==> src/rtl/spi_cfg_sequencer_if.sv <==
// -----------------------------------------------------------------------------
// spi_cfg_sequencer_if
//   Bundles the request handshake, the SPI pins and the status outputs of the
//   SPI configuration sequencer so they can be passed as a single port.
//
//   Signals
//     req_valid  requester -> sequencer  write request valid
//     req_ready  sequencer -> requester  request FIFO can accept (= !full)
//     req_addr   requester -> sequencer  7-bit peripheral register address
//     req_data   requester -> sequencer  8-bit register write data
//     SCLK       sequencer -> peripheral SPI clock, mode 0 (idle low)
//     COPI       sequencer -> peripheral SPI data
//     nCS        sequencer -> peripheral SPI chip select, active low
//     busy       sequencer status        frame in progress or FIFO not empty
//     done       sequencer status        one-cycle pulse as nCS rises
//     frame_cnt  sequencer status        completed frames, wraps 255 -> 0
//     err_addr   sequencer status        one-cycle pulse on rejected address
//
//   Modports
//     master  requester / bench side (drives the request fields)
//     slave   sequencer side
// -----------------------------------------------------------------------------
interface spi_cfg_sequencer_if;
  logic       req_valid;
  logic       req_ready;
  logic [6:0] req_addr;
  logic [7:0] req_data;
  logic       SCLK;
  logic       COPI;
  logic       nCS;
  logic       busy;
  logic       done;
  logic [7:0] frame_cnt;
  logic       err_addr;

  modport master (
    output req_valid, req_addr, req_data,
    input  req_ready, SCLK, COPI, nCS, busy, done, frame_cnt, err_addr
  );

  modport slave (
    input  req_valid, req_addr, req_data,
    output req_ready, SCLK, COPI, nCS, busy, done, frame_cnt, err_addr
  );
endinterface

==> src/rtl/spi_cfg_sequencer.sv <==
// -----------------------------------------------------------------------------
// spi_cfg_sequencer
//   SPI master that configures the SPI register peripheral. Register-write
//   requests arrive over a valid/ready port, are buffered in a small FIFO and
//   each one is sent as a 16-bit mode-0 write frame {1'b1, addr[6:0], data[7:0]},
//   MSB first, on SCLK/COPI/nCS.
//
//   Ports
//     clk    system clock
//     rst_n  asynchronous, active-low reset (aborts any frame in flight)
//     bus    spi_cfg_sequencer_if.slave: request handshake, SPI pins, status
//
//   Parameters
//     CLK_DIV     clk cycles per SCLK half-period (>= 2)
//     FIFO_DEPTH  request FIFO entries (power of 2, >= 2)
//     GAP_CYCLES  minimum clk cycles nCS is held high between frames (>= 1)
//     MAX_ADDR    highest accepted register address (0..127), only used when
//                 address checking is compiled in
//
//   Build option
//     SPI_SEQ_ADDR_CHECK_EN  when defined, requests with req_addr > MAX_ADDR
//                            are handshaked but dropped, and err_addr pulses
//                            in the accept cycle. Undefined: every request is
//                            sent and err_addr is tied low.
//
//   Frame timing (nCS low for exactly 33*CLK_DIV cycles)
//     SETUP  1 half-period with SCLK low, bit15 already on COPI
//     SHIFT  16 high half-periods and 15 low half-periods in between;
//            COPI advances on each falling edge
//     HOLD   1 final low half-period, then nCS rises with a done pulse
//     GAP    nCS high for GAP_CYCLES cycles before IDLE may pop again
// -----------------------------------------------------------------------------
module spi_cfg_sequencer #(
  parameter int CLK_DIV    = 4,
  parameter int FIFO_DEPTH = 4,
  parameter int GAP_CYCLES = 4,
  parameter int MAX_ADDR   = 4
) (
  input  logic                clk,
  input  logic                rst_n,
  spi_cfg_sequencer_if.slave  bus
);

`ifdef SPI_SEQ_ADDR_CHECK_EN
  localparam bit ADDR_CHECK_EN = 1'b1;
`else
  localparam bit ADDR_CHECK_EN = 1'b0;
`endif

  localparam int PTR_W   = (FIFO_DEPTH > 1) ? $clog2(FIFO_DEPTH) : 1;
  localparam int CNT_W   = PTR_W + 1;
  localparam int TMR_MAX = (CLK_DIV > GAP_CYCLES) ? CLK_DIV : GAP_CYCLES;
  localparam int TMR_W   = $clog2(TMR_MAX + 1);

  localparam logic [TMR_W-1:0] DIV_LAST  = TMR_W'(CLK_DIV - 1);
  localparam logic [TMR_W-1:0] GAP_LAST  = TMR_W'(GAP_CYCLES - 1);
  localparam logic [CNT_W-1:0] CNT_FULL  = CNT_W'(FIFO_DEPTH);
  localparam logic [4:0]       LAST_RISE = 5'd16;

  typedef enum logic [2:0] {
    S_IDLE,
    S_SETUP,
    S_SHIFT,
    S_HOLD,
    S_GAP
  } state_t;

  // ---------------------------------------------------------------------------
  // Request FIFO
  // ---------------------------------------------------------------------------
  logic [14:0]      r_mem [FIFO_DEPTH];
  logic [PTR_W-1:0] r_wr_ptr;
  logic [PTR_W-1:0] r_rd_ptr;
  logic [CNT_W-1:0] r_count;

  logic             w_ready;
  logic             w_accept;
  logic             w_addr_ok;
  logic             w_push;
  logic             w_pop;
  logic [14:0]      w_head;

  state_t           r_state;

  // Ready comes straight from the registered count, so a pop in the same cycle
  // never opens a slot for a push while the FIFO is full.
  assign w_ready   = (r_count != CNT_FULL);
  assign w_accept  = bus.req_valid && w_ready;

  // With checking compiled out the comparison is masked and every accepted
  // request is enqueued.
  assign w_addr_ok = !ADDR_CHECK_EN || (bus.req_addr <= 7'(MAX_ADDR));
  assign w_push    = w_accept && w_addr_ok;

  // The sequencer only ever takes a new request while idle.
  assign w_pop     = (r_state == S_IDLE) && (r_count != '0);
  assign w_head    = r_mem[r_rd_ptr];

  // NOTE: the storage array has no reset; entries are only read once the
  // registered count says they were written, so clearing them buys nothing.
  always_ff @(posedge clk) begin
    if (w_push) begin
      r_mem[r_wr_ptr] <= {bus.req_addr, bus.req_data};
    end
  end

  always_ff @(posedge clk or negedge rst_n) begin
    if (!rst_n) begin
      r_wr_ptr <= '0;
      r_rd_ptr <= '0;
      r_count  <= '0;
    end else begin
      if (w_push) begin
        r_wr_ptr <= r_wr_ptr + PTR_W'(1);
      end
      if (w_pop) begin
        r_rd_ptr <= r_rd_ptr + PTR_W'(1);
      end
      case ({w_push, w_pop})
        2'b10:   r_count <= r_count + CNT_W'(1);
        2'b01:   r_count <= r_count - CNT_W'(1);
        default: r_count <= r_count;
      endcase
    end
  end

  // ---------------------------------------------------------------------------
  // Frame sequencer
  // ---------------------------------------------------------------------------
  logic [TMR_W-1:0] r_tmr;        // cycles spent in the current half-period/gap
  logic [4:0]       r_rise_cnt;   // SCLK rising edges issued in this frame
  logic [15:0]      r_shift;      // COPI is always the MSB of this register
  logic             r_sclk;
  logic             r_ncs;
  logic             r_done;
  logic [7:0]       r_frame_cnt;

  // NOTE: all state below is updated with non-blocking assignments so every
  // register samples the values from before the edge, whatever the statement
  // order inside the block.
  always_ff @(posedge clk or negedge rst_n) begin
    if (!rst_n) begin
      r_state     <= S_IDLE;
      r_tmr       <= '0;
      r_rise_cnt  <= '0;
      r_shift     <= '0;
      r_sclk      <= 1'b0;
      r_ncs       <= 1'b1;
      r_done      <= 1'b0;
      r_frame_cnt <= '0;
    end else begin
      r_done <= 1'b0;

      case (r_state)
        S_IDLE: begin
          r_tmr <= '0;
          if (r_count != '0) begin
            // Loading the frame puts bit15 on COPI as nCS falls.
            r_shift    <= {1'b1, w_head};
            r_ncs      <= 1'b0;
            r_rise_cnt <= '0;
            r_state    <= S_SETUP;
          end
        end

        S_SETUP: begin
          if (r_tmr == DIV_LAST) begin
            r_tmr      <= '0;
            r_sclk     <= 1'b1;
            r_rise_cnt <= 5'd1;
            r_state    <= S_SHIFT;
          end else begin
            r_tmr <= r_tmr + TMR_W'(1);
          end
        end

        S_SHIFT: begin
          if (r_tmr == DIV_LAST) begin
            r_tmr <= '0;
            if (r_sclk) begin
              // Falling edge: the peripheral has sampled, so present the next
              // bit while SCLK is low. After the 16th rise bit0 stays put.
              r_sclk <= 1'b0;
              if (r_rise_cnt == LAST_RISE) begin
                r_state <= S_HOLD;
              end else begin
                r_shift <= {r_shift[14:0], 1'b0};
              end
            end else begin
              r_sclk     <= 1'b1;
              r_rise_cnt <= r_rise_cnt + 5'd1;
            end
          end else begin
            r_tmr <= r_tmr + TMR_W'(1);
          end
        end

        S_HOLD: begin
          if (r_tmr == DIV_LAST) begin
            r_tmr       <= '0;
            r_ncs       <= 1'b1;
            r_done      <= 1'b1;
            r_frame_cnt <= r_frame_cnt + 8'd1;
            r_state     <= S_GAP;
          end else begin
            r_tmr <= r_tmr + TMR_W'(1);
          end
        end

        S_GAP: begin
          if (r_tmr == GAP_LAST) begin
            r_tmr   <= '0;
            r_state <= S_IDLE;
          end else begin
            r_tmr <= r_tmr + TMR_W'(1);
          end
        end

        default: begin
          r_tmr   <= '0;
          r_sclk  <= 1'b0;
          r_ncs   <= 1'b1;
          r_state <= S_IDLE;
        end
      endcase
    end
  end

  // ---------------------------------------------------------------------------
  // Outputs
  // ---------------------------------------------------------------------------
  assign bus.req_ready = w_ready;
  assign bus.SCLK      = r_sclk;
  assign bus.COPI      = r_shift[15];
  assign bus.nCS       = r_ncs;
  assign bus.done      = r_done;
  assign bus.frame_cnt = r_frame_cnt;
  // Both terms are registers, so busy drops the cycle after GAP hands back to
  // IDLE with nothing queued.
  assign bus.busy      = (r_state != S_IDLE) || (r_count != '0);
  // Flags the request in the very cycle it is handshaked.
  assign bus.err_addr  = w_accept && !w_addr_ok;

endmodule

==> src/flat_wrapper.sv <==
// flat-port wrapper written by rule: the top's interface ports become plain ports
module spi_cfg_sequencer_flat 
#(
  parameter int CLK_DIV    = 4,
  parameter int FIFO_DEPTH = 4,
  parameter int GAP_CYCLES = 4,
  parameter int MAX_ADDR   = 4
)
  (clk, rst_n, bus_req_valid, bus_req_addr, bus_req_data, bus_req_ready, bus_SCLK, bus_COPI, bus_nCS, bus_busy, bus_done, bus_frame_cnt, bus_err_addr);
  spi_cfg_sequencer_if bus_i ();
  input  logic clk;
  input  logic rst_n;
  input wire logic [$bits(bus_i.req_valid)-1:0] bus_req_valid;
  input wire logic [$bits(bus_i.req_addr)-1:0] bus_req_addr;
  input wire logic [$bits(bus_i.req_data)-1:0] bus_req_data;
  output wire logic [$bits(bus_i.req_ready)-1:0] bus_req_ready;
  output wire logic [$bits(bus_i.SCLK)-1:0] bus_SCLK;
  output wire logic [$bits(bus_i.COPI)-1:0] bus_COPI;
  output wire logic [$bits(bus_i.nCS)-1:0] bus_nCS;
  output wire logic [$bits(bus_i.busy)-1:0] bus_busy;
  output wire logic [$bits(bus_i.done)-1:0] bus_done;
  output wire logic [$bits(bus_i.frame_cnt)-1:0] bus_frame_cnt;
  output wire logic [$bits(bus_i.err_addr)-1:0] bus_err_addr;
  assign bus_i.req_valid = bus_req_valid;
  assign bus_i.req_addr = bus_req_addr;
  assign bus_i.req_data = bus_req_data;
  assign bus_req_ready = bus_i.req_ready;
  assign bus_SCLK = bus_i.SCLK;
  assign bus_COPI = bus_i.COPI;
  assign bus_nCS = bus_i.nCS;
  assign bus_busy = bus_i.busy;
  assign bus_done = bus_i.done;
  assign bus_frame_cnt = bus_i.frame_cnt;
  assign bus_err_addr = bus_i.err_addr;
  spi_cfg_sequencer #(.CLK_DIV(CLK_DIV), .FIFO_DEPTH(FIFO_DEPTH), .GAP_CYCLES(GAP_CYCLES), .MAX_ADDR(MAX_ADDR)) u_core (.clk(clk), .rst_n(rst_n), .bus(bus_i));
endmodule
==> config.mk <==
export PLATFORM = sky130hd
export DESIGN_NAME = spi_cfg_sequencer_flat
export DESIGN_NICKNAME = d
export VERILOG_FILES = /design/src/rtl/spi_cfg_sequencer_if.sv /design/src/rtl/spi_cfg_sequencer.sv /design/src/flat_wrapper.sv
export SDC_FILE = /design/constraint.sdc
export NUM_CORES = 1
export LEC_CHECK = 0
export CORE_MARGIN = 4
export CORE_UTILIZATION = 45
export DETAILED_ROUTE_END_ITERATION = 8
export HOLD_SLACK_MARGIN = 0.12
export PLACE_DENSITY_LB_ADDON = 0.05
export SLEW_MARGIN = 15
export SYNTH_ARGS = -nofsm -noshare
export SYNTH_HDL_FRONTEND = slang
export SYNTH_SLANG_ARGS = --single-unit
==> constraint.sdc <==
create_clock -name clk -period 2 [get_ports clk]
set_input_delay 0.4 -clock clk [delete_from_list [all_inputs] [get_ports clk]]
set_output_delay 0.4 -clock clk [all_outputs]
set_load 0.1 [all_outputs]
======== Yosys cells after proc, flatten, opt, wreduce, memory -nomap -nowiden ========
Memories as Yosys holds them, arrays and structs flattened.
Index checks and enable logic that the tools add are counted.
storage, ports and cells
  register bits ........................... 45
  bits in writable memories ............... 60
  bits of input ports ..................... 18
  output and inout bits ................... 15
  memories ................................ 1
operators by class
  add/subtract/negate cells ............... 7
  equal/unequal tests ..................... 18
  mux-type cells .......................... 31
  bitwise logic cells ..................... 2
  reductions and logical operators ........ 18
memory list
  memory        depth  bits a word  rd ports  clocked after Yosys merged registers in  write ports  line                     text
  u_core.r_mem  4      15           1         0                                        1            spi_cfg_sequencer.sv:71  logic [14:0] r_mem [FIFO_DEPTH];
operator list
  kind                                                             count
  16-bit 2-to-1 mux                                                4
  16-bit one-hot mux with 2 select lines                           1
  3-bit 2-to-1 mux                                                 9
  5-bit 2-to-1 mux                                                 4
  3-bit one-hot mux with 5 select lines                            1
  5-bit one-hot mux with 3 select lines                            1
  2-bit by 1-bit != test with 1-bit output, second input constant  6
  5-bit AND reduction                                              2
  3-bit by 2-bit == test with 1-bit output, second input constant  3
  3-bit nonzero test                                               3
  8-bit by 1-bit adder with 8-bit output, second input constant    1
  1-bit 2-to-1 mux                                                 8
  7-bit AND reduction                                              1
  3-bit by 1-bit adder with 3-bit output, second input constant    2
  2-bit != test, second input constant                             3
  1-bit one-hot mux with 3 select lines                            2
  3-bit one-hot mux with 2 select lines                            1
  3-bit AND reduction                                              2
  3-bit OR reduction                                               2
  5-bit by 1-bit adder with 5-bit output, second input constant    1
  5-bit == test, second input constant                             1
  2-bit by 1-bit adder with 2-bit output, second input constant    2
  2-bit nonzero test                                               2
  4-bit OR reduction                                               1
  11 further kinds                                                 13

======== Depth between registers and ports, before layout ========
Gate-level depths: netlist (run 1).
  depth after elaboration ................. 5
  mapped depth ............................ 10
  gate-level depth less buffers ........... 10

======== Worst setup path after synthesis (run 1) ========
No wires, ideal clock.
  path kind ............................... register to register
  start point ............................. register u_core.r_count[0]
  end point ............................... register u_core.r_count[2]
  data arrival time ....................... 2.869 ns
  required time ........................... 1.921 ns
  path slack .............................. -0.948 ns
  stages on the path, launching flop included .. 11
  cell sequence ........................... dfrtp_1 > inv_1 > nand3_1 > and2_1 > inv_1 > ha_1 > inv_1 > fa_1 > xor2_1 > nor2_1 > xor2_1
between the ends
  word-level cells in the longest chain between the ends .. 4
RTL lines
  item                                                                                line                      text
  start: declaration                                                                  spi_cfg_sequencer.sv:74   logic [CNT_W-1:0] r_count;
  start signal: assignment                                                            spi_cfg_sequencer.sv:120  2'b10: r_count <= r_count + CNT_W'(1);
  start signal: assignment                                                            spi_cfg_sequencer.sv:121  2'b01: r_count <= r_count - CNT_W'(1);
  start signal: assignment                                                            spi_cfg_sequencer.sv:122  default: r_count <= r_count;
  3-bit != test (*)                                                                   spi_cfg_sequencer.sv:87   assign w_ready = (r_count != CNT_FULL);
  via bus_req_ready                                                                   flat_wrapper.sv:16        output wire logic [$bits(bus_i.req_ready)-1:0] bus_req_ready;
  1-bit logical AND (*)                                                               spi_cfg_sequencer.sv:88   assign w_accept = bus.req_valid && w_ready;
  2-bit by 1-bit == test with 1-bit output / 2-bit == test (equally long branches)    spi_cfg_sequencer.sv:119  case ({w_push, w_pop})
  3-bit one-hot mux with 2 select lines / 2-bit nonzero test (equally long branches)  --
The timed path passes the listed nets; every way through them passes the cells marked *.
A chain may end at the register's enable or synchronous reset.

======== Final worst setup path (run 1) ========
  start point ............................. register u_core.r_count[1]
  end point ............................... output port bus_busy
between the ends
  word-level cells in the longest chain between the ends .. 2
RTL lines
  item                line                      text
  3-bit nonzero test  spi_cfg_sequencer.sv:240  assign bus.busy = (r_state != S_IDLE) || (r_count != '0);
  1-bit logical OR    spi_cfg_sequencer.sv:240
  end: declaration    flat_wrapper.sv:20        output wire logic [$bits(bus_i.busy)-1:0] bus_busy;
No other way between the ends.

==> results summary, run 1 <==
The worst slack after detailed placement came out at -0.0972 ns. Clock-pin slew was measured on the worst setup and hold paths at roughly 0.1 ns. The proportion of synthesized flip-flops having asynchronous set or reset is a little over two fifths. The worst setup path is captured at a primary output. Across the run, the number of max-cap violations was 0. On the worst path, the slowest cell contributes a delay of 0.43 ns. The maximum VDD drop is about 670 uV. For this design, the sink count on the clock tree is 105. The clock network burns between 20% and 30% of the power. The library cells used most frequently in the layout, excluding fill and tap cells, are 60 x sky130_fd_sc_hd__edfxtp_1, 41 x sky130_fd_sc_hd__dfrtp_1, 40 x sky130_fd_sc_hd__nand2_1.

The count of unresolved DRC violations after routing came out at 0. The via count is 2,667. The y dimension of the die is 108 um. The adder-cell share of the synthesized area came out at 2.96%. The flow ran to the end, and the final reports show no timing, DRC or antenna violations. The final weighted congestion of routability-driven global placement came out at 0.807. TritonCTS built the clock tree. The area of the core came out at just under 10,000 um2. The data arrival time of the critical path came out at approximately 1.5 ns.

Global routing used between 10% and 20% of the available tracks. The number of H-tree levels came out at 3. The number of hold-slack violations in the final timing report came out at 0. Counting flops and latches in the post-synthesis netlist gives 105. The critical path goes through nor3_4, buf_6, nand3b_1, buf_12.

Once placement finished, the instance area stood at 5190 um2. Yosys printed 0 warnings. The post-route fraction of the period consumed by the critical path is 97.0%. The maximum clock skew at final layout came out at 0.00810 ns. The synthesized netlist devotes 7.76% of its cell area to compound gates.

After synthesis, the largest family of logic cells by area is simple AND/OR/NAND/NOR gates. For this run, the leading register cell type out of synthesis is sky130_fd_sc_hd__edfxtp_1. The wire length of the first global-routing pass came out at between 10 and 15 mm. The number of distinct library cells after synthesis came out at between 50 and 60. Setup repair after global routing could not meet its margin everywhere.

The count of pins over their slew limit came out at 0. The final-layout fill cell count came out at 836. The initial cell density of the core is 46.1%. The cell area power density came out at 900 nW/um2. From left edge to right edge, the die measures 108 um.

The critical path is of the reg2out type. For this block, the initial DRC count from the detailed router was 145. The total overflow left after global routing is 0. The number of global-route vias before repair came to ~2,700. The CTS root buffer is sky130_fd_sc_hd__clkbuf_8. In this run the core area contains 36 standard-cell rows. The basic-gate share of the synthesized area counting and, or, nand and nor cells came out at 9.38%.

The critical path's slowest cell is sky130_fd_sc_hd__dfrtp_1. The peak clock frequency supported by timing came out at around 520 MHz. The share of power burned in registers is about 55%.

After Yosys synthesis, XOR and XNOR cells account for under 10% of the synthesized area. After routing the design area is 5480 um2. The static leakage came out at around 2.1 nW. The fraction of synthesized area in multiplexers came out at 8.71%. The number of port buffers came out at 31.

The half-perimeter wire length of the detailed placement result came out at around 5.6 mm. The number of nets in the final layout came out at 399. The share of post-route cells with drive strength above 1 came out at about a quarter.

The combined area of the multi-input logic cells is 1470 um2. The CTS buffer count came out at 9. The count of flip-flops with a built-in enable after synthesis came out at 60. Compared with the post-synthesis result, the final layout area differs by 22.3%. The cell area after synthesis is 4480 um2. The final standard cell utilization of the core came out at between 50% and 60%.

In this run the count of I/O pins placed on the die edge is 33. The top fanout value on the critical path is 5. The tightest slew margin relative to the limit is 62.9%. The number of nets handed over by synthesis was about 340.

Net switching is 27.2% of the power. The time the final worst path needs with I/O delays and setup came out at 1.94 ns. The number of diodes is 0. The clock latency on the worst-skew pair is 0.37 ns. Once routing completed, OpenROAD measured the worst setup slack at 0.0607 ns. The required time of the critical path is 1.60 ns. The detailed-router iteration count before antenna repair is 4. For this design the total switching power over the nets is 1.34 mW. The count of nets left with antenna violations once routing finished came out at 0. The number of buffers on the longest clock path came out at 2. Across the whole layout, storage elements account for 2930 um2. The pin count of the biggest net entering global routing is 23.

The combinational share of power came out at 18.6%. The die covers roughly 12,000 um2. In the final routed layout, each cell accounts on average for 15.9 um. The sequential-to-total area share from yosys stat came out at 65.3%. The number of antenna violations at the first check in global routing is 0. The routed design has 8.12 mm of wire. Averaged over all synthesized cells, the footprint is 14.4 um2. The internal power component is 3.59 mW. The tightest min-delay check is of the in2async type. The via-per-instance ratio is 5.24. The number of instances in the synthesized netlist is 311. The worst setup path is launched from a flip-flop.

Setup violations remaining at the end of the flow were counted as 0. The pin slew with the least headroom to its limit came out at approximately 0.55 ns. The most common cell after layout, fill and taps aside is sky130_fd_sc_hd__edfxtp_1.
what timing repair did:
item / CTS / global route
setup buffers: 0 / 7
endpoints found under the setup margin: 1 / 2
hold buffers: 1 / 0
hold endpoints to repair: 8 / 0
gates resized for setup: 0 / 7
pin swaps: 1 / 5
final timing paths:
| check | startpoint | to | slack (ns) | cells after the start |
|---|---|---|---|---|
| worst min register to register | u_core.r_tmr[0] | u_core.r_tmr[0] | 0.44 | 1 |
| worst min-delay path | rst_n | u_core.r_tmr[0] | 0.42 | 2 |
| max in group asynchronous | rst_n | u_core.bus.SCLK | 1.00 | 3 |
| worst max-delay path | u_core.r_count[1] | bus_busy | 0.06 | 4 |
| min in group clk | u_core.r_tmr[0] | u_core.r_tmr[0] | 0.44 | 1 |
| worst max register to register | u_core.r_count[1] | u_core.r_count[2] | 0.15 | 10 |
sequential cells by signal, indices dropped and copies added, names as in the netlist:
signal                cells
u_core.r_mem             60
u_core.r_wr_ptr           2
u_core.r_rd_ptr           2
u_core.r_state            3
u_core.bus.SCLK           1
u_core.bus.done           1
u_core.bus.frame_cnt      8
u_core.r_tmr              3
u_core.r_count            3
u_core.bus.nCS            1
u_core.r_rise_cnt         5
u_core.r_shift           16
logic make-up after synthesis:
family	count (synthesis)
adder cells (fa/ha/maj)	10
flip-flops	105
AND/OR/NAND/NOR	79
buffers and inverters	27
AO/OA/AOI/OAI	54
multiplexers	20
XOR/XNOR	15
other	1
layout make-up:
cell class                 instances  share of cell area (%)
clock buffer                      10                    2.51
clock inverter                     6                    1.03
inverter                          12                   0.867
multi-input combinational        179                    26.8
sequential                       105                    53.5
tap                              133                    3.04
timing repair buffer              64                    12.3
power groups by stage:
stage	clock (mW)	sequential [mW]	combinational, mW
floorplan	0	2.75	0.456
global placement	0	2.76	0.799
detailed placement	0	2.77	0.810
CTS	1.33	2.73	0.814
global route	1.43	2.75	1.01
finish	1.29	2.73	0.917
worst max-delay path, delay by kind of cell, from the launching register on:
family | cells | cell delay [ns]
buffers and inverters | 2 | 0.35
DFF | 1 | 0.43
and+or+nand+nor | 2 | 0.39
cell usage after synthesis, drive strengths merged, types with 2 or more instances:
master / count / area [um2]
a31oi: 14 / 87.6
mux4: 15 / 338
buf: 11 / 67.6
dfrtp: 44 / 1100
and3: 7 / 43.8
nand3: 7 / 35.0
xnor2: 9 / 78.8
inv: 12 / 45.0
nand2: 40 / 150
nor2: 7 / 28.8
nand4: 2 / 12.5
edfxtp: 60 / 1800
nor3: 2 / 26.3
and2: 2 / 12.5
xor2: 6 / 52.6
clkbuf: 4 / 15.0
mux2i: 3 / 30.0
o21ai: 4 / 20.0
mux2: 2 / 22.5
nand3b: 2 / 27.5
a21oi: 24 / 120
ha: 9 / 113
nor4: 2 / 12.5
metal layers:
metal,wire length [um],global-route usage [%]
met5,0,0
met4,75,4.87
met3,404,3.84
met2,4000,24.4
met1,3640,20.7
metrics by stage:
| stage | hold WS (ns) | TNS, ns | power, mW | instances |
|---|---|---|---|---|
| 3_3_place_gp | 0.279 | -0.0595 | 3.56 | 485 |
| 5_1_grt | 0.421 | -0.0408 | 5.19 | 509 |
| 4_1_cts | 0.404 | 0 | 4.87 | 502 |
| 3_5_place_dp | 0.284 | -0.0972 | 3.58 | 485 |
| 2_1_floorplan | 0.104 | -0.159 | 3.21 | 311 |
| 6_report | 0.421 | 0 | 4.93 | 509 |
No activity file was read; power rests on OpenSTA's default activity.
==> inputs of run 2 (changes only) <==
Settings changed: SLEW_MARGIN 15 to default.
==> results of run 2 <==
Same layout as run 1: the final DEF is identical, and so are final timing and power.
